**config.mk**
```make
export PLATFORM = sky130hd
export DESIGN_NAME = digit_scanner
export DESIGN_NICKNAME = d
export VERILOG_FILES = /design/src/rtl/digit_pkg.sv /design/src/rtl/seg7_decode.sv /design/src/rtl/digit_scanner.sv
export SDC_FILE = /design/constraint.sdc
export NUM_CORES = 1
export LEC_CHECK = 0
export BUFFER_PORTS_ARGS = -buffer_cell sky130_fd_sc_hd__buf_2
export CAP_MARGIN = 20
export CELL_PAD_IN_SITES_DETAIL_PLACEMENT = 0
export CELL_PAD_IN_SITES_GLOBAL_PLACEMENT = 1
export CORE_MARGIN = 4
export CORE_UTILIZATION = 35
export CTS_CLUSTER_SIZE = 40
export DETAILED_ROUTE_END_ITERATION = 8
export HOLD_SLACK_MARGIN = 0.06
export PLACE_DENSITY = 0.72
export SKIP_CTS_REPAIR_TIMING = 1
export SYNTH_ARGS = -nofsm -noshare
export SYNTH_HDL_FRONTEND = slang
export SYNTH_SLANG_ARGS = --single-unit
```
**constraint.sdc**
```tcl
create_clock -name CLK -period 3.2 [get_ports CLK]
set_input_delay 0.16 -clock CLK [delete_from_list [all_inputs] [get_ports CLK]]
set_output_delay 0.16 -clock CLK [all_outputs]
set_load 0.005 [all_outputs]
```
**src/rtl/digit_pkg.sv**
```systemverilog
// Shared definitions for the digit display path: digit code layout,
// seven-segment glyph constants and the scanner state encoding.
package digit_pkg;

  localparam int NUM_DIGITS = 9;
  localparam int BLANK_BIT  = 4;

  // bit4 = blank request, bits3:0 = BCD value
  typedef logic [4:0] digit_t;

  // Segments a..g on bits 0..6, active-high
  localparam logic [6:0] SEG_OFF  = 7'h00;
  localparam logic [6:0] SEG_DASH = 7'h40;
  localparam logic [6:0] SEG_0    = 7'h3F;
  localparam logic [6:0] SEG_1    = 7'h06;
  localparam logic [6:0] SEG_2    = 7'h5B;
  localparam logic [6:0] SEG_3    = 7'h4F;
  localparam logic [6:0] SEG_4    = 7'h66;
  localparam logic [6:0] SEG_5    = 7'h6D;
  localparam logic [6:0] SEG_6    = 7'h7D;
  localparam logic [6:0] SEG_7    = 7'h07;
  localparam logic [6:0] SEG_8    = 7'h7F;
  localparam logic [6:0] SEG_9    = 7'h6F;

  typedef enum logic [1:0] {
    ST_LOAD = 2'd0,
    ST_SHOW = 2'd1,
    ST_GAP  = 2'd2
  } scan_state_t;

endpackage

```
**src/rtl/seg7_decode.sv**
```systemverilog
// Combinational digit-code to seven-segment decoder.
// Blank request turns all segments off; non-decimal BCD shows a dash.
module seg7_decode
  import digit_pkg::*;
(
  input  digit_t     code,
  output logic [6:0] seg
);

  // Glyph lookup
  always_comb begin
    seg = SEG_OFF;
    if (!code[BLANK_BIT]) begin
      case (code[3:0])
        4'd0:    seg = SEG_0;
        4'd1:    seg = SEG_1;
        4'd2:    seg = SEG_2;
        4'd3:    seg = SEG_3;
        4'd4:    seg = SEG_4;
        4'd5:    seg = SEG_5;
        4'd6:    seg = SEG_6;
        4'd7:    seg = SEG_7;
        4'd8:    seg = SEG_8;
        4'd9:    seg = SEG_9;
        default: seg = SEG_DASH;
      endcase
    end
  end

endmodule

```
**src/rtl/digit_scanner.sv**
```systemverilog
// Nine-digit multiplexed seven-segment scanner.
// Snapshots all digits once per frame (LOAD), then shows each digit for
// DWELL cycles followed by GAP blank cycles, most-significant first.
// Optional: define LEADING_ZERO_BLANK_EN to blank leading zeros at LOAD.
module digit_scanner
  import digit_pkg::*;
#(
  parameter int DWELL = 8,
  parameter int GAP   = 2,
  parameter int IDXW  = 4
) (
  input  logic            CLK,
  input  logic            RST,
  input  logic [4:0]      HUN_MIL,
  input  logic [4:0]      TEN_MIL,
  input  logic [4:0]      MIL,
  input  logic [4:0]      HUN_THOU,
  input  logic [4:0]      TEN_THOU,
  input  logic [4:0]      THOU,
  input  logic [4:0]      HUND,
  input  logic [4:0]      TENS,
  input  logic [4:0]      ONES,
  output logic [6:0]      SEG,
  output logic            DP,
  output logic [IDXW-1:0] IDX,
  output logic            FRAME
);

  localparam int MAXC = (DWELL > GAP) ? DWELL : GAP;
  localparam int CW   = $clog2(MAXC) + 1;
  localparam bit HAS_GAP = (GAP > 0);
  localparam logic [CW-1:0]   DWELL_LAST = CW'(DWELL - 1);
  localparam logic [CW-1:0]   GAP_LAST   = CW'((GAP > 0) ? GAP - 1 : 0);
  localparam logic [IDXW-1:0] IDX_TOP    = IDXW'(NUM_DIGITS - 1);

  scan_state_t state_q, state_d;
  logic [CW-1:0]   cnt_q, cnt_d;
  logic [IDXW-1:0] idx_q, idx_d;
  digit_t [NUM_DIGITS-1:0] snap_q, snap_d;
  digit_t [NUM_DIGITS-1:0] raw;
  logic [6:0] seg_q, seg_d;
  logic       dp_q, dp_d;
  logic       frame_q, frame_d;
  digit_t     cur_code;
  logic [6:0] dec_seg;
`ifdef LEADING_ZERO_BLANK_EN
  logic       leading;
`endif

  // Gather inputs (index 8 = HUN_MIL) and optionally blank leading zeros
  always_comb begin
    raw[8] = HUN_MIL;
    raw[7] = TEN_MIL;
    raw[6] = MIL;
    raw[5] = HUN_THOU;
    raw[4] = TEN_THOU;
    raw[3] = THOU;
    raw[2] = HUND;
    raw[1] = TENS;
    raw[0] = ONES;
`ifdef LEADING_ZERO_BLANK_EN
    // Already-blank digits do not end the leading run; ONES is never blanked
    leading = 1'b1;
    for (int i = NUM_DIGITS - 1; i >= 1; i--) begin
      if (!raw[i][BLANK_BIT]) begin
        if (leading && (raw[i][3:0] == 4'd0)) begin
          raw[i][BLANK_BIT] = 1'b1;
        end else begin
          leading = 1'b0;
        end
      end
    end
`endif
  end

  // Next-state, dwell counter and digit index
  always_comb begin
    state_d = state_q;
    cnt_d   = cnt_q;
    idx_d   = idx_q;
    case (state_q)
      ST_LOAD: begin
        state_d = ST_SHOW;
        cnt_d   = '0;
        idx_d   = IDX_TOP;
      end
      ST_SHOW: begin
        if (cnt_q == DWELL_LAST) begin
          cnt_d = '0;
          if (HAS_GAP) begin
            state_d = ST_GAP;
          end else if (idx_q == '0) begin
            state_d = ST_LOAD;
            idx_d   = IDX_TOP;
          end else begin
            idx_d = idx_q - IDXW'(1);
          end
        end else begin
          cnt_d = cnt_q + CW'(1);
        end
      end
      ST_GAP: begin
        if (cnt_q == GAP_LAST) begin
          cnt_d = '0;
          if (idx_q == '0) begin
            state_d = ST_LOAD;
            idx_d   = IDX_TOP;
          end else begin
            state_d = ST_SHOW;
            idx_d   = idx_q - IDXW'(1);
          end
        end else begin
          cnt_d = cnt_q + CW'(1);
        end
      end
      default: begin
        state_d = ST_LOAD;
        cnt_d   = '0;
        idx_d   = IDX_TOP;
      end
    endcase
  end

  // Snapshot is only replaced in LOAD; select the digit for the next cycle
  always_comb begin
    snap_d   = (state_q == ST_LOAD) ? raw : snap_q;
    cur_code = '0;
    for (int i = 0; i < NUM_DIGITS; i++) begin
      if (idx_d == IDXW'(i)) cur_code = snap_d[i];
    end
  end

  seg7_decode u_dec (
    .code (cur_code),
    .seg  (dec_seg)
  );

  // Output look-ahead: decode from next state so SEG is valid on SHOW entry
  always_comb begin
    seg_d   = (state_d == ST_SHOW) ? dec_seg : SEG_OFF;
    dp_d    = (state_d == ST_SHOW) && (idx_d == '0);
    frame_d = (state_q == ST_LOAD);
  end

  // State, snapshot and output registers
  always_ff @(posedge CLK or negedge RST) begin
    if (!RST) begin
      state_q <= ST_LOAD;
      cnt_q   <= '0;
      idx_q   <= IDX_TOP;
      snap_q  <= '0;
      seg_q   <= SEG_OFF;
      dp_q    <= 1'b0;
      frame_q <= 1'b0;
    end else begin
      state_q <= state_d;
      cnt_q   <= cnt_d;
      idx_q   <= idx_d;
      snap_q  <= snap_d;
      seg_q   <= seg_d;
      dp_q    <= dp_d;
      frame_q <= frame_d;
    end
  end

  assign SEG   = seg_q;
  assign DP    = dp_q;
  assign IDX   = idx_q;
  assign FRAME = frame_q;

endmodule

```
==> implementation parameters <==
Parameter                              Value

STA
  Highest clock frequency the design can meet ... 316 MHz
  Setup TNS Final ... 0 ns
  Setup violation total in the final timing report ... 0
  Final critical-path required period ... 3.17 ns
  Hold violation count in the final report ... 0
  Layout Skew ... 0.0100 ns
  Worst Max-Slew Pin Slew ... 0.961 ns
  Post-route clock period utilization ... 98.9%
  Slew margin rel. ... 35.9%
  Unrepaired setup endpoints after global routing ... true
  Max-slew violations ... 0

Floorplan
  IO Count ... 60
  Y dimension of the die ... 110 µm
  Cell Rows ... 36
  Core Footprint ... 9910 µm²
  DIE WIDTH ... 110 µm
  Overall die area ... 12000 µm²
  Initial Util ... 36.4%

Logic synthesis
  Synth Net Count ... 365
  Share of the synthesized area in the top cell type ... 43.7%
  Cell variety after synth ... 75
  Post-synthesis register bit count ... 64
  Prevailing post-synth register cell ... sky130_fd_sc_hd__dfrtp_1
  Main area contributors after synthesis ... sky130_fd_sc_hd__dfrtp_1 44%, sky130_fd_sc_hd__mux2_2 13%, sky130_fd_sc_hd__ha_1 3.5%
  Synthesized instance count ... 308
  Mean cell area of the mapped netlist ... 11.7 µm²
  Synth area leader ... sky130_fd_sc_hd__dfrtp_1
  FFs w/ async S/R, synth ... 100%
  Count of flip-flops with a built-in enable after synthesis ... 0
  Warning count from the yosys run ... 0
  Syn Std Cell Area ... 3610 µm²
  Fraction of the yosys area taken by sequential cells ... 44.4%

Cells and area
  # fillers ... 913
  Most common cell after layout, fill and taps aside ... sky130_fd_sc_hd__buf_2
  Area growth from synthesis to layout ... 33.4%
  Share of final-layout standard cells stronger than drive strength 1 ... 55.2%
  Post-layout nets ... 478
  Number of diodes ... 0
  Highest-count cells in the layout ignoring fill and taps ... 59 x sky130_fd_sc_hd__buf_2, 58 x sky130_fd_sc_hd__dfrtp_1, 53 x sky130_fd_sc_hd__buf_4

Setup path
  Maximum fanout along the worst path ... 8
  Critical path class ... reg -> reg
  Kind of start point of the critical path ... flop
  Required time at the endpoint of the critical path ... 3.44 ns
  Endpoint arrival time on the critical path ... 3.41 ns
  Critical Path End Type ... flop

Detailed routing
  Iteration-0 DRC Markers ... 122
  Post-route antenna net violation count ... 0
  Routed wire per std cell ... 16.9 µm
  Count of vias placed by the detailed router ... 2863
  WL final ... 9420 µm
  Total DRC errors in the routed layout ... 0
  Via/cell ratio ... 5.12
  Number of iterations in the first detailed-routing pass ... 4

Place
  Final RePlAce weighted congestion ... 0.824
  Port Buf Inserts ... 59
  DPL Wire Length ... 6930 µm

Job
  Number of max-cap violations ... 0

Global route
  Number of global-route vias before repair ... 2823
  Total track usage ... 15.9%
  Largest net degree at the start of global routing ... 44
  Antenna violations before repair ... 0
  Total gr overflow ... 0
  Wire length of the first global-routing pass ... 14600 µm

Clocking
  Clock tree buffer depth ... 2
  Maximum level of the CTS H-tree ... 3
  Clock tree from TritonCTS ... built
  Post-CTS clock slew at the launch and capture registers of the worst setup and hold paths ... 0.08 ns
  TritonCTS sink count ... 64
  Clock Root Buffer ... sky130_fd_sc_hd__clkbuf_8
  Clock latency at the later pin of the worst-skew pair ... 0.35 ns
  TritonCTS Buffers ... 9

Pwr
  Total power after layout ... 0.00178 W
  Portion of total power attributed to sequential cells ... 47.3%
  Portion of total power attributed to combinational logic ... 7.3%
  Standby leakage power ... 2.12 nW
  Clock network fraction of total power ... 45.4%
  Total net switching power ... 0.000419 W
  Total power divided by cell area ... 370 nW/µm²
  Worst-case vdd ir drop ... 0.188 mV
  Internal Dissipation ... 0.00136 W
  Switching share of power ... 23.5%

Run status
  Result of the run ... completed

Hold path
  Min-Delay Path Class ... in -> reg
## kinds of logic (layout without fill, tap and decap cells)
family / after synthesis / count (layout) / share of synthesized area, %
and+or+nand+nor: 82 / 82 / 15.0
AOI/OAI and AO/OA: 70 / 70 / 16.5
DFF: 64 / 64 / 44.4
muxes: 50 / 50 / 15.3
buffers and inverters: 30 / 148 / 4.82
adders and majority gates: 10 / 10 / 3.47
xor gates and xnor gates: 2 / 2 / 0.485
## critical path, stage by stage, from the launching register on
cell and delay [ns]:
sky130_fd_sc_hd__dfrtp_2 0.45, sky130_fd_sc_hd__buf_4 0.16, sky130_fd_sc_hd__ha_4 0.18, sky130_fd_sc_hd__nand4bb_4 0.17, sky130_fd_sc_hd__nor3_4 0.09, sky130_fd_sc_hd__buf_4 0.16, sky130_fd_sc_hd__o221ai_4 0.25, sky130_fd_sc_hd__buf_6 0.14
sky130_fd_sc_hd__nor2_1 0.05, sky130_fd_sc_hd__or3_4 0.40, sky130_fd_sc_hd__a221oi_4 0.36, sky130_fd_sc_hd__buf_4 0.18, sky130_fd_sc_hd__ha_1 0.16, sky130_fd_sc_hd__nand3_1 0.10, sky130_fd_sc_hd__o21a_1 0.20
## metal layers
layer | track usage, % | routed length [µm] | vias up
li1 | - | - | 1368
met1 | 21.2 | 4290 | 1425
met2 | 26.0 | 4680 | 57
met3 | 3.35 | 300 | 13
met4 | 4.99 | 154 | 0
met5 | 0 | 0 | -
## synth_stat cells, types with 3 or more instances
library cell	n
sky130_fd_sc_hd__o21ai_1	3
sky130_fd_sc_hd__o211ai_1	4
sky130_fd_sc_hd__a21oi_1	11
sky130_fd_sc_hd__or2_1	3
sky130_fd_sc_hd__inv_1	15
sky130_fd_sc_hd__a2bb2oi_1	4
sky130_fd_sc_hd__a21oi_2	3
sky130_fd_sc_hd__ha_1	10
sky130_fd_sc_hd__mux2i_1	9
sky130_fd_sc_hd__nor4_1	3
sky130_fd_sc_hd__buf_2	4
sky130_fd_sc_hd__nand2_1	11
sky130_fd_sc_hd__nand4_1	5
sky130_fd_sc_hd__o21a_1	5
sky130_fd_sc_hd__o21ai_0	3
sky130_fd_sc_hd__nor3_1	7
sky130_fd_sc_hd__o221ai_1	3
sky130_fd_sc_hd__dfrtp_1	63
sky130_fd_sc_hd__mux2_2	41
sky130_fd_sc_hd__nor2_1	23
sky130_fd_sc_hd__or3_1	5
sky130_fd_sc_hd__nand3_1	3
sky130_fd_sc_hd__buf_6	7
## power groups by stage
stage	combinational, W	clock (W)	sequential [W]
2_1_floorplan	0.0000556	0	0.000857
3_3_place_gp	0.000121	0	0.000858
3_5_place_dp	0.000124	0	0.000859
4_1_cts	0.000124	0.000825	0.000843
5_1_grt	0.000147	0.000854	0.000846
6_report	0.000130	0.000809	0.000843
## path summary, 6_finish.rpt
check	slack [ns]	to	cells past startpoint	start
worst max-delay path	0.03	SEG[2]	14	state_q[1]
worst min-delay path	0.06	snap_q[5]	2	TENS[0]
worst max register to register	0.03	SEG[2]	14	state_q[1]
worst min register to register	0.50	snap_q[43]	2	snap_q[43]
max in group asynchronous	1.80	IDX[3]	3	RST
min in group asynchronous	0.50	cnt_q[3]	2	RST
## flip-flops by register name (all words and copies together), names as in the netlist
register and cells:
SEG 7, state_q 2, cnt_q 4, DP 1, snap_q 45, FRAME 1
IDX 4
## metrics by stage
step	cells	instance area (µm²)	util, %	setup slack (ns)	hold WS (ns)
after global routing	559	4820	48.6	-0.0772	0.0628
final	559	4820	48.6	0.0338	0.0632
after detailed placement	527	4270	43.1	-0.117	0.377
after global placement	527	4270	43.1	-0.0110	0.367
after floorplan	308	3610	-	0.0281	-0.136
after CTS	543	4500	45.4	-0.139	0.000540
## cell type report
class | instances | area [µm²] | area share [%]
clock inverter | 6 | 91.3 | 1.90
tap | 133 | 166 | 3.45
clock buffer | 10 | 138 | 2.86
inverter | 16 | 65.1 | 1.35
multi-input combinational | 214 | 2010 | 41.7
sequential | 64 | 1610 | 33.4
timing repair buffer | 116 | 737 | 15.3
(Power assumes the default switching activity.)
